`src/rtl/reset_sequencer.sv`:
```
// Reset sequencer: waits for a filtered clock lock, holds downstream reset for a fixed
// time, then releases it; re-enters the sequence on lock loss or software reset.
module reset_sequencer #(
   parameter int unsigned LOCK_FILTER = 16,
   parameter int unsigned HOLD_CYCLES = 1024
) (
   input  logic       clk,
   input  logic       resetn,
   input  logic       locked,
   input  logic       soft_reset,
   output logic       resetn_out,
   output logic       ready,
   output logic [1:0] state,
   output logic [7:0] reset_count
);

   typedef enum logic [1:0] {
      StRst      = 2'b00,
      StWaitLock = 2'b01,
      StHold     = 2'b10,
      StRun      = 2'b11
   } state_e;

   localparam logic [15:0] FilterLast = 16'(LOCK_FILTER - 1);
   localparam logic [15:0] HoldLast   = 16'(HOLD_CYCLES - 1);

   logic [1:0]  rst_sync_q;
   logic [1:0]  lock_sync_q;
   logic        locked_s;
   state_e      state_q;
   logic [15:0] filter_q;
   logic [15:0] hold_q;

   // Internal reset asserts with resetn, releases two edges after resetn rises.
   always_ff @(posedge clk or negedge resetn) begin
      if (!resetn) begin
         rst_sync_q <= 2'b00;
      end else begin
         rst_sync_q <= {rst_sync_q[0], 1'b1};
      end
   end

   always_ff @(posedge clk or negedge resetn) begin
      if (!resetn) begin
         lock_sync_q <= 2'b00;
      end else begin
         lock_sync_q <= {lock_sync_q[0], locked};
      end
   end

   assign locked_s = lock_sync_q[1];

   // resetn_out/ready are updated on every transition into or out of RUN.
   always_ff @(posedge clk or negedge resetn) begin
      if (!resetn) begin
         state_q     <= StRst;
         filter_q    <= '0;
         hold_q      <= '0;
         resetn_out  <= 1'b0;
         ready       <= 1'b0;
         reset_count <= '0;
      end else begin
         case (state_q)
            StRst: begin
               if (rst_sync_q[1]) begin
                  state_q  <= StWaitLock;
                  filter_q <= '0;
               end
            end
            StWaitLock: begin
               if (!locked_s) begin
                  filter_q <= '0;
               end else if (filter_q == FilterLast) begin
                  state_q <= StHold;
                  hold_q  <= '0;
               end else begin
                  filter_q <= filter_q + 16'd1;
               end
            end
            StHold: begin
               if (!locked_s) begin
                  state_q  <= StWaitLock;
                  filter_q <= '0;
               end else if (soft_reset) begin
                  hold_q <= '0;
               end else if (hold_q == HoldLast) begin
                  state_q    <= StRun;
                  resetn_out <= 1'b1;
                  ready      <= 1'b1;
               end else begin
                  hold_q <= hold_q + 16'd1;
               end
            end
            StRun: begin
               if (!locked_s || soft_reset) begin
                  resetn_out <= 1'b0;
                  ready      <= 1'b0;
                  if (reset_count != 8'hff) begin
                     reset_count <= reset_count + 8'd1;
                  end
                  // Lock loss wins over a simultaneous soft reset.
                  if (!locked_s) begin
                     state_q  <= StWaitLock;
                     filter_q <= '0;
                  end else begin
                     state_q <= StHold;
                     hold_q  <= '0;
                  end
               end
            end
            default: begin
               state_q <= StRst;
            end
         endcase
      end
   end

   assign state = state_q;

endmodule

```
`config.mk`:
```
export PLATFORM = sky130hd
export DESIGN_NAME = reset_sequencer
export DESIGN_NICKNAME = d
export VERILOG_FILES = /design/src/rtl/reset_sequencer.sv
export SDC_FILE = /design/constraint.sdc
export NUM_CORES = 1
export LEC_CHECK = 0
export ABC_AREA = 1
export CORE_MARGIN = 2
export CORE_UTILIZATION = 62
export CTS_BUF_LIST = sky130_fd_sc_hd__clkbuf_8
export DETAILED_ROUTE_END_ITERATION = 8
export GPL_ROUTABILITY_DRIVEN = 0
export HOLD_SLACK_MARGIN = 0.12
export PLACE_DENSITY_LB_ADDON = 0.12
export SYNTH_ARGS = -nofsm -noshare
export SYNTH_HDL_FRONTEND = slang
export SYNTH_SLANG_ARGS = --single-unit
```
`constraint.sdc`:
```
create_clock -name clk -period 1.9 [get_ports clk]
set_clock_uncertainty 0.05 [all_clocks]
set_input_delay 0.38 -clock clk [delete_from_list [all_inputs] [get_ports clk]]
set_output_delay 0.38 -clock clk [all_outputs]
set_load 0.02 [all_outputs]
```
After elaboration in Yosys (flattened, before gate mapping)
Index checks and enable logic that the tools add are counted.

$add $sub $neg: 3. Muxes and demuxes: 28. Eq/ne operators: 18. Reductions and logical operators: 10.

Operators with widths (number): 2-to-1 mux 16 bit (12); one-hot mux 16 bit (4 select lines) (1); one-hot mux 16 bit (3 select lines) (1); adder 16 x 1 -> 16 bit (second input constant) (2); == test 16 x 10 -> 1 bit (second input constant) (1); == test 16 x 4 -> 1 bit (second input constant) (1); 2-to-1 mux 2 bit (8); inequality test 2 bit (second input constant) (8); inequality test 3 bit (second input constant) (4); adder 8 x 1 -> 8 bit (second input constant) (1); inequality test 8 bit (second input constant) (1); one-hot mux 2 bit (4 select lines) (1); AND reduction 7 bit (1); AND reduction 3 bit (2); AND reduction 6 bit (1); AND reduction 5 bit (1); == test 2 bit (second input constant) (2); 2-to-1 mux 1 bit (4); nonzero test 3 bit (1); == test 2 x 1 -> 1 bit (second input constant) (1); zero test 2 bit (1); one-hot mux 1 bit (2 select lines) (1); nonzero test 2 bit (1); zero test 1 bit (1); logical OR 1 bit (1).

Input port bits: 4. Register bits after elaboration: 47. Logic and storage cells: 66.

Depth between registers and ports, before layout
Depth in word-level cells: 5. Depth in mapped cells: 11.

Worst setup path before layout
OpenSTA, ideal clock, no wires.

Path kind: register -> register. Start: reg hold_q[0]. End: reg hold_q[0]. Stages on the path, launching flop included: 11. Library setup time: 0.117 ns. Period minus slack after synthesis: 1.583 ns. Buffers on the path: 1. Data arrival time: 1.416 ns. Path slack: 0.317 ns. Path through: dfrtp_1 > ha_1 > nand3_1 > inv_1 > nand3_2 > nor2_1 > nand2_1 > nand3_2 > buf_6 > nand2_1 > nand2_1.

Longest elaborated chain between the ends: 5. Elaborated cells on any way between the ends: 8. Those cells by class: add/sub: 1; eq/ne: 2; mux: 4; reduce/logical: 1.

RTL lines: from (decl) (line 32) `logic [15:0] hold_q;`; from (signal assigned) (line 91) `hold_q <= hold_q + 16'd1;`; adder 16 x 1 -> 16 bit (line 91); 2-to-1 mux 16 bit (line 86) `end else if (hold_q == HoldLast) begin`; 2-to-1 mux 16 bit (line 84) `end else if (soft_reset) begin`; 2-to-1 mux 16 bit (line 81) `if (!locked_s) begin`; one-hot mux 16 bit (3 select lines) (line 63) `case (state_q)`.

Several ways; a longest one is shown, not always the timed one. The select of a mux whose other input is x is not followed. A chain may end at the register's enable or synchronous reset.

Worst setup path in the final report
Start: reg reset_count[4]. End: out reset_count[4].

RTL lines: from (decl) (line 14) `output logic [7:0] reset_count`; from (signal assigned) (line 99) `reset_count <= reset_count + 8'd1;`.

No word-level cell between the ends.

==> reports/results.ini <==
[setup_path]
cp.arrival_ns = 1.39
critPathMaxFanout = 5
worst-r2r-cell-count = 9
critical-path-top-delay-family = buffers and inverters
setup.worst_path.end_class = output pin
cpPeakStageDelay_ns = 0.65
worstPathCellList = clkdlybuf4s50_1
slowest_stage = clkdlybuf4s50_1
kind_of_start_point_of_the_critical_path = register
worst-path-stages = 1
path_buf_inv = 1
crit_required_ns = 1.47
worstSetupPathType = register to output pin

[sta]
max_slew.worst_pin.slew_ns = 0.577
relSlewSlack_pct = 61.5
setup_viol = 0
final.setup.tns_ns = 0
slew_viol_final = 0
min_period_ns = 1.82
final_worst_hold_slack_ns = 0.111
hold_viol = 0
achievable-frequency_mhz = 548
rsz0062_at_grt = no
post-route-period-util_pct = 96.0

[pwr]
power.density_cell_area_nw_per_um2 = 650
power.switching_mw = 0.642
worst_voltage_drop_across_the_vdd_grid_uv = 591
p_int_mw = 1.44
seq_power_share_pct = 51.3
power.share.combinational_pct = 20.2
p_clk_share_pct = 28.5
netSwitchingFraction_pct = 30.9
total_leakage_power_nw = 1.56

[clock_network]
post-cts-setup-buffers = 0
post_cts.resized_instances = 0
numCtsBuffers = 5
tritoncts = built
cts.htree.levels = 2
worst_skew_pair.late_latency_ns = 0.31
clock-root-buffer = clkbuf_8
tritoncts_num_sinks = 47
cts_hold_repair.buffers = 0
path_clk_slew_ns = 0.09
clockBufferDepth = 2

[global_route]
antenna_violations_before_repair = 0
grtUsageTotal_pct = 25.1
global_route.overflow_total = 0
grt_first_pass_wirelength_um = 10200
grt_max_degree = 48
first_global_vias = 2297

[final_layout]
num-nets-final = 440
antenna-diode-count = 0
final.fill_count = 354
post-route-util_pct = 72.9
final_area_sq_um = 3200
area_growth_pct = 12.6
final_layout_size_suffix_gt1_share_pct = 8.29

[detailed_routing]
postRouteAntennaNets = 0
detailed_route_wire_length_um = 5700
post-route-drc-count = 0
routedWlPerCell_um = 11.7
detail_route.vias_per_cell = 5.15
initialDrtViolationCount = 192
routed-via-count = 2502
first_pass_iters = 4

[yosys]
seq_area_frac_synth_pct = 41.4
cell_with_the_most_instances_after_synthesis = nand2_1
ys_warn_count = 0
avgSynthCellArea_sq_um = 7.00
synth_top_area_cell = dfrtp_1
synth-seq-cells = 47
synth_enable_flop_cells = 0
synth-async-reset-ratio_pct = 100
post_synth_main_area_contributors = dfrtp_1 41%, nand2_1 20%, nor2_1 8.5%
yosys-top-cells-count = 148 x nand2_1, 64 x nor2_1, 47 x dfrtp_1, 38 x inv_1, 23 x nand3_1
syn_nets = 413
synth_cells = 406
synth_top_flop_cell = dfrtp_1
mappedNetlistArea_sq_um = 2840
netlist.area_leader.share_pct = 41.4
synth.distinct_cells = 30

[floorplan]
core_region_area_sq_um = 4380
die_height_um = 71.7
die-width_um = 71.7
floorplan.initialDensity_pct = 64.8
num_io_pins = 16
floorplan.rows = 24
die_area_sq_um = 5140

[placed_design]
detailed_place_hpwl_um = 4120
detailed_place.area_sq_um = 3110
buffer_ports.inserted = 15

[hold_path]
class_of_the_tightest_hold_or_removal_check = primary input to async pin

[flow_run]
maxCapViolCount = 0

[status]
outcome = finished, final reports clean

area by class of cell:
| class | count | area, sq um | share of cell area (%) |
|---|---|---|---|
| multi-input cells | 314 | 1460 | 45.8 |
| flip-flops and latches | 47 | 1180 | 36.8 |
| repair buffers | 27 | 265 | 8.30 |
| inverters | 38 | 143 | 4.46 |
| clock buffers | 5 | 68.8 | 2.15 |
| well taps | 52 | 65.1 | 2.04 |
| clock inverters | 3 | 15.0 | 0.470 |
layer usage:
metal	GRT usage, %	part of all wire (%)	vias up
met4	7.55	1.1	0
met3	4.92	4.5	6
met5	0	0	-
li1	-	-	1323
met1	36.5	50	1128
met2	38.2	44	45
kinds of logic (layout without fill, tap and decap cells):
logic type / after synthesis / after routing / share of synthesized area, %
AO/OA/AOI/OAI: 29 / 29 / 5.51
XOR/XNOR: 15 / 15 / 4.63
adder cells (fa/ha/maj): 3 / 3 / 1.32
buffers and inverters: 45 / 73 / 7.05
flip-flops: 47 / 47 / 41.4
other: 1 / 1 / 0.132
AND/OR/NAND/NOR: 266 / 266 / 40.0
through the flow:
step	worst slack, ns	power, mW	instances
after floorplan	0.317	1.34	406
after global placement	0.105	1.50	478
after detailed placement	0.0528	1.51	478
after CTS	0.0176	2.09	486
after global routing	0.0169	2.18	486
final	0.0752	2.08	486
flip-flops by register name, summed over array words and instances (netlist names):
register / flops
rst_sync_q: 2
state: 2
ready: 1
reset_count: 8
lock_sync_q: 2
hold_q: 16
filter_q: 16
power by group through the flow:
stage | registers, mW | clock network (mW) | logic, mW
6_report | 1.07 | 0.593 | 0.419
3_5_place_dp | 1.08 | 0 | 0.421
2_1_floorplan | 1.09 | 0 | 0.250
4_1_cts | 1.06 | 0.607 | 0.423
3_3_place_gp | 1.09 | 0 | 0.415
5_1_grt | 1.07 | 0.639 | 0.467
placed cells by master, fill, tap and decap left out, types with 3 or more instances in the layout:
cell               n
nand2_1          148
nor2_1            64
dfrtp_1           47
inv_1             38
nand3_1           23
o21ai_0           21
clkdlybuf4s50_1   12
nand4_1           11
xor2_1            10
buf_4             10
xnor2_1            5
clkbuf_8           5
nand2_2            4
a21oi_1            4
nor3_1             3
ha_1               3
clkinv_2           3
worst paths after layout:
kind	start	to	slack, ns
min in group clk	lock_sync_q[0]	lock_sync_q[1]	0.31
worst min-delay path	resetn	filter_q[7]	0.11
worst min register to register	lock_sync_q[0]	lock_sync_q[1]	0.31
max in group asynchronous	resetn	reset_count[2]	1.30
worst max register to register	hold_q[1]	hold_q[13]	0.15
worst max-delay path	reset_count[4]	reset_count[4]	0.08
Power figures use the tool's default switching activity.
